[src/rtl/enc_pkg.sv]
// Shared types, defaults and the rotate helper for the encryption scrambler.
// Optional feature macro used by this block: ENC_MAC_EN.
package enc_pkg;

  localparam int N_DEFAULT   = 8;
  localparam int ROT_DEFAULT = 3;

  typedef logic [N_DEFAULT-1:0] word_t;

  // Pure bit rotation of a default-width word; the amount wraps modulo the width.
  function automatic word_t rotl(input word_t word, input int unsigned amount);
    int unsigned sh;
    sh = amount % N_DEFAULT;
    if (sh == 0) begin
      return word;
    end
    return (word << sh) | (word >> (N_DEFAULT - sh));
  endfunction

endpackage

[src/rtl/enc_round.sv]
// One scrambler round: s_out = rotl(s_in ^ rotl(key_in, ROUND mod N), ROT mod N), registered.
// The key (and mac under ENC_MAC_EN) travels with its own word into the next stage.
module enc_round
  import enc_pkg::*;
#(
  parameter int N     = N_DEFAULT,
  parameter int ROT   = ROT_DEFAULT,
  parameter int ROUND = 0
) (
  input  logic         clock,
  input  logic         reset_n,
  input  logic [N-1:0] s_in,
  input  logic [N-1:0] key_in,
`ifdef ENC_MAC_EN
  input  logic [N-1:0] mac_in,
  output logic [N-1:0] mac_out,
`endif
  output logic [N-1:0] key_out,
  output logic [N-1:0] s_out
);

  localparam int unsigned RK_SH  = ROUND % N;
  localparam int unsigned ROT_SH = ROT % N;

  logic [N-1:0] rk;
  logic [N-1:0] mix;
  logic [N-1:0] s_next;

  assign mix = s_in ^ rk;

  // Default width uses the shared helper; other widths are plain wiring permutations.
  generate
    if (N == N_DEFAULT) begin : g_pkg_rot
      assign rk     = rotl(key_in, RK_SH);
      assign s_next = rotl(mix, ROT_SH);
    end else begin : g_generic_rot
      genvar i;
      for (i = 0; i < N; i++) begin : g_bit
        assign rk[(i + RK_SH) % N]      = key_in[i];
        assign s_next[(i + ROT_SH) % N] = mix[i];
      end
    end
  endgenerate

  always_ff @(posedge clock or negedge reset_n) begin
    if (!reset_n) begin
      s_out   <= '0;
      key_out <= '0;
    end else begin
      s_out   <= s_next;
      key_out <= key_in;
    end
  end

`ifdef ENC_MAC_EN
  always_ff @(posedge clock or negedge reset_n) begin
    if (!reset_n) begin
      mac_out <= '0;
    end else begin
      mac_out <= mac_in;
    end
  end
`endif

endmodule

[src/rtl/encryption.sv]
// Pipelined block scrambler: ROUNDS registered rounds, one {key,data} pair accepted per clock.
// ENC_MAC_EN adds mac/e_mac, where e_mac = ciphertext ^ the mac sampled with that word.
module encryption
  import enc_pkg::*;
#(
  parameter int N      = N_DEFAULT,
  parameter int ROUNDS = 2,
  parameter int ROT    = ROT_DEFAULT
) (
  input  logic         clock,
  input  logic         reset_n,
  input  logic [N-1:0] key,
  input  logic [N-1:0] data,
`ifdef ENC_MAC_EN
  input  logic [N-1:0] mac,
  output logic [N-1:0] e_mac,
`endif
  output logic [N-1:0] e_data
);

  // Streaming interface without valid/ready: every rising edge samples key/data
  // (and mac), and e_data always shows the word sampled ROUNDS-1 edges before.
  logic [N-1:0] s_chain   [ROUNDS+1];
  logic [N-1:0] key_chain [ROUNDS+1];
  logic [N-1:0] key_unused;

  assign s_chain[0]   = data;
  assign key_chain[0] = key;

`ifdef ENC_MAC_EN
  logic [N-1:0] mac_chain [ROUNDS+1];
  assign mac_chain[0] = mac;
`endif

  generate
    for (genvar r = 0; r < ROUNDS; r++) begin : g_round
      enc_round #(
        .N     (N),
        .ROT   (ROT),
        .ROUND (r)
      ) u_round (
        .clock   (clock),
        .reset_n (reset_n),
        .s_in    (s_chain[r]),
        .key_in  (key_chain[r]),
`ifdef ENC_MAC_EN
        .mac_in  (mac_chain[r]),
        .mac_out (mac_chain[r+1]),
`endif
        .key_out (key_chain[r+1]),
        .s_out   (s_chain[r+1])
      );
    end
  endgenerate

  // The last stage's carried key has no consumer; synthesis trims it.
  assign key_unused = key_chain[ROUNDS];

  assign e_data = s_chain[ROUNDS];

`ifdef ENC_MAC_EN
  assign e_mac = s_chain[ROUNDS] ^ mac_chain[ROUNDS];
`endif

endmodule

[config.mk]
export PLATFORM = sky130hd
export DESIGN_NAME = encryption
export DESIGN_NICKNAME = d
export VERILOG_FILES = /design/src/rtl/enc_pkg.sv /design/src/rtl/enc_round.sv /design/src/rtl/encryption.sv
export SDC_FILE = /design/constraint.sdc
export NUM_CORES = 1
export LEC_CHECK = 0
export CAP_MARGIN = 20
export CORE_MARGIN = 2
export CORE_UTILIZATION = 46
export DETAILED_ROUTE_END_ITERATION = 10
export PLACE_DENSITY = 0.81
export SETUP_SLACK_MARGIN = 0.5
export SYNTH_ARGS = -nofsm -noshare
export SYNTH_HDL_FRONTEND = slang
export SYNTH_HIERARCHICAL = 1
export SYNTH_SLANG_ARGS = --single-unit
[constraint.sdc]
create_clock -name clock -period 0.8 [get_ports clock]
set_input_delay 0.16 -clock clock [delete_from_list [all_inputs] [get_ports clock]]
set_output_delay 0.16 -clock clock [all_outputs]
set_load 0.01 [all_outputs]
==> impl_metrics.ini, run 1 <==
[status]
outcome = finished, violations left
violations = negative hold slack, negative setup slack

[placed_design]
place_congestion = 0.625
dp_hpwl_um = 671
dpl.cell_count = 83
port_buffers = 25

[sta]
finalSetupViolCount = 8
worst_pin_slew_ns = 0.160
fin_crit_sh = 1.22
finClkSkew_ns = 0.000782
maxSlewViolCount = 0
relSlewSlack = 0.893
final.min_clock_period_ns = 0.979
max_freq_mhz = 1020
layout_setup_ws_ns = -0.179
hold_ws_ns = -0.0493
rsz0062_at_grt = true
hold_viol = 14

[global_route]
grt_pass1_vias = 342
grt_start_max_net_pins = 13
grtUsageTotal = 0.114
grt_pass1_wl_um = 1450
overflow = 0
antenna_found_initial = 0

[routing]
dr.pass1.iters = 2
wirelength_met1_um = 387
route.met2.wl_um = 486
via_per_inst = 4.44
drt_iter0_markers = 2
wire_per_inst_um = 11.1
met3_length_um = 52
maxUsedRoutingLayer = met4
vias = 386
drc = 0
ant_nets = 0
routed_wirelength_um = 966

[final_layout]
antenna_cells = 0
nNetsFinal = 91
finalNonFillerCells = 87
synthToLayoutAreaGrowth_pct = 41.6
layout-drive-gt1-share = 0.296
fin_util = 0.696

[pwr]
p_total_mw = 2.15
p_per_area_nw_per_um2 = 2050
power.ir.vdd_worst_v = 0.000944
p_leak_nw = 0.505

[logic_synthesis]
synth_cells = 40
ys.warnings.count = 6
synth_area_um2 = 741
syn_nets = 58
syn_area_per_cell_um2 = 18.5

[job]
drv_cap = 0

[clock_tree]
clockBufferDepth = 2
clock_sinks = 24
ctsHtreeMaxLevel = 1
cts_root_buf = clkbuf_4
clk_pin_slew_ns = 0.11
cts_buffers = 3
cts_tree = built
clk_latency_ns = 0.30
cts_setup_buffers = 0

[floorplan]
dieArea_um2 = 1950
die_y_um = 44.1
fp.dieW_um = 44.1
core_area_um2 = 1510
initial_core_util = 0.492
boundaryPins = 26
rows = 14

[critical_path]
max_stage_delay_ns = 0.38
crit_path_start_kind = register
cp.arrival_ns = 0.82
cp_slowest_cell = dfrtp_1
crit_path_end_kind = output port
cpLargestDelayFamily = flip-flops
worstSetupPathType = reg2out
cp.required_ns = 0.64
worst-path-buf-inv = 1
path_cells = buf_2
crit_fanout = 1

[hold_path]
hold_class = in2async
[metal layers]
metal  global-route usage  vias to the layer above
met3               0.0122                        4
met5                    0                        -
met1                0.142                      183
met4                0.127                        0
li1                     -                      184
met2                0.162                       15
[cells in the final DEF, fill, tap and decap left out, drive strengths merged]
master          n
buf            11
bufbuf          1
clkbuf          4
clkdlybuf4s15  14
dfrtp          24
dlygate4sd2     1
xor2           16
[final timing paths]
check | end | slack, ns | depth (start not counted) | start
setup / recovery | e_data[5] | -0.18 | 1 | g_round[1].u_round/s_out[5]
hold / removal | g_round[0].u_round/key_out[2] | -0.05 | 2 | reset_n
setup reg to reg | g_round[1].u_round/s_out[0] | 0.15 | 1 | g_round[0].u_round/key_out[4]
hold reg to reg | g_round[1].u_round/s_out[2] | 0.43 | 1 | g_round[0].u_round/s_out[7]
max in group asynchronous | g_round[0].u_round/key_out[7] | 0.60 | 2 | reset_n
min in group clock | g_round[0].u_round/key_out[1] | -0.02 | 1 | key[1]
[metrics by stage]
step / cell area, um2 / TNS (ns) / setup slack, ns
2_1_floorplan: 741 / 0 / 0.184
3_3_place_gp: 1040 / -2.22 / -0.184
3_5_place_dp: 1040 / -2.35 / -0.203
4_1_cts: 1050 / -1.39 / -0.190
5_1_grt: 1050 / -1.63 / -0.226
6_report: 1050 / -1.31 / -0.179
[sequential cells by signal, indices dropped and copies added, names as in the netlist]
register,flops
g_round.u_round/key_out,8
g_round.u_round/s_out,16
[where the power goes]
group          switching, mW  total, mW  internal [mW]
Combinational          0.124      0.288          0.164
Clock                  0.313      0.489          0.176
Sequential            0.0370       1.37           1.33
[layout make-up]
| type | count | area [um2] |
|---|---|---|
| fillers | 99 | 458 |
| well taps | 16 | 20.0 |
| clock buffers | 3 | 22.5 |
| multi-input cells | 16 | 140 |
| flip-flops and latches | 24 | 601 |
| repair buffers | 28 | 265 |
[timing repair]
item | CTS | global route
cloned | 1 | 0
endpoints found under the setup margin | 56 | 17
gates resized for setup | 72 | 1
pin swaps | 11 | 3
endpoints found under the hold margin | 13 | 14
Note: power is estimated with default switching activity, not from simulation.
==> inputs of run 2 (changes only) <==
Settings changed: GPL_TIMING_DRIVEN set to 0.
==> run 2 against run 1 <==
- the run still ends with negative hold slack, negative setup slack left
- critical path depth unchanged
- non-clock buffer count fell by 3
- die area unchanged
- first-iteration DRC count decreased by 100%
- clock power grew 25%
- via count fell by 5.2%
- sequential share of layout area grew 2.9 points
- clock skew is essentially flat
==> impl_metrics.ini, run 2 (synthesis results as in run 1) <==
[hold_path]
hold_class = in2async

[sta]
rsz0062_at_grt = true
finalSetupViolCount = 8
hold_ws_ns = -0.203
layout_setup_ws_ns = -0.173
fin_crit_sh = 1.22
final.min_clock_period_ns = 0.973
max_freq_mhz = 1030
hold_viol = 25
maxSlewViolCount = 0
worst_pin_slew_ns = 0.492
relSlewSlack = 0.672
finClkSkew_ns = 0.00123

[final_layout]
final_cell_mix = 24 x dfrtp_1, 16 x xor2_1, 15 x clkdlybuf4s15_1
largest_register = g_round.u_round/s_out
fin_util = 0.662
synthToLayoutAreaGrowth_pct = 34.6
largest_register_ffs = 16
layout-drive-gt1-share = 0.203
reg_top3 = g_round.u_round/s_out x16, g_round.u_round/key_out x8
layout_commonest_cell = dfrtp_1
antenna_cells = 0
nNetsFinal = 88

[floorplan]
dieArea_um2 = 1950
fp.dieW_um = 44.1
die_y_um = 44.1
core_area_um2 = 1510
rows = 14
initial_core_util = 0.492
boundaryPins = 26

[routing]
drc = 0
routed_wirelength_um = 904
via_per_inst = 4.31
ant_nets = 0
drt_iter0_markers = 0
dr.pass1.iters = 1
vias = 366
wire_per_inst_um = 10.6

[clock_tree]
cts_buffers = 3
clockBufferDepth = 2
clock_sinks = 24
cts_setup_buffers = 0
cts_tree = built
ctsHtreeMaxLevel = 1
cts_root_buf = clkbuf_4
clk_pin_slew_ns = 0.12
clk_latency_ns = 0.31

[global_route]
grtUsageTotal = 0.108
grt_start_max_net_pins = 25
overflow = 0
grt_pass1_vias = 356
grt_pass1_wl_um = 1390
antenna_found_initial = 0

[critical_path]
ff2ff_path_depth = 1
crit_path_end_kind = output port
r2r_slack_ns = 0.15
timing.rr.start = g_round[0].u_round/s_out[2]
worst-path-buf-inv = 1
crit_path_start_kind = register
rr_endpoint = g_round[1].u_round/s_out[5]
crit_fanout = 1
cpLargestDelayFamily = flip-flops
path_cells = buf_2
worstSetupPathType = reg2out
cp_slowest_cell = dfrtp_1
cp.arrival_ns = 0.81
max_stage_delay_ns = 0.37
cp.required_ns = 0.64

[status]
violations = negative hold slack, negative setup slack
outcome = finished, violations left

[placed_design]
place_congestion = 0.626
port_buffers = 25
dp_hpwl_um = 669
pre_cts_ws_ns = -0.614

[pwr]
p_per_area_nw_per_um2 = 2230
power.ir.vdd_worst_v = 0.00126
p_leak_nw = 0.477

[job]
drv_cap = 0
run 2: final cells by class:
cell class                      count  area [um2]
Tap cell                           16        20.0
Timing Repair Buffer               25         200
Fill cell                         112         509
Multi-Input combinational cell     16         140
Clock buffer                        4        36.3
Sequential cell                    24         601
run 2: how the worst max path moves through the flow:
stage | cells after the start | startpoint | end | slack, ns
6_report | 1 | g_round[1].u_round/s_out[5] | e_data[5] | -0.17
3_3_place_gp | 1 | reset_n | g_round[1].u_round/s_out[1] | -0.56
3_5_place_dp | 1 | reset_n | g_round[1].u_round/s_out[1] | -0.61
2_1_floorplan | 1 | g_round[0].u_round/key_out[4] | g_round[1].u_round/s_out[0] | 0.18
4_1_cts | 1 | g_round[1].u_round/s_out[5] | e_data[5] | -0.20
5_1_grt | 1 | g_round[1].u_round/s_out[3] | e_data[3] | -0.23
run 2: routing by layer:
| metal | vias up | GRT usage | wire length [um] |
|---|---|---|---|
| met2 | 16 | 0.162 | 443 |
| met4 | 0 | 0.127 | 36 |
| met5 | - | 0 | 0 |
| met1 | 166 | 0.115 | 361 |
| met3 | 4 | 0.0245 | 62 |
| li1 | 180 | - | - |
run 2: repair_timing:
| item | in CTS | in global routing |
|---|---|---|
| gates resized for setup | 68 | 2 |
| setup endpoints to repair | 56 | 41 |
| pin swaps | 13 | 3 |
| hold endpoints to repair | 24 | 25 |
run 2: power breakdown:
part           leakage [nW]  internal, mW  switching (mW)
Sequential            0.280          1.33          0.0372
Clock                0.0210         0.278           0.331
Combinational         0.176         0.130           0.118
run 2: metrics by stage:
step | instances | hold WS, ns | instance area (um2) | setup TNS [ns] | power (mW)
detailed placement | 81 | 0.425 | 1010 | -16.93 | 1.74
global route | 85 | -0.177 | 997 | -1.73 | 2.35
finish | 85 | -0.203 | 997 | -1.36 | 2.23
global placement | 81 | 0.420 | 1010 | -15.58 | 1.73
CTS | 85 | -0.0876 | 1010 | -1.51 | 2.27
floorplan | 40 | -0.136 | 741 | 0 | 1.49
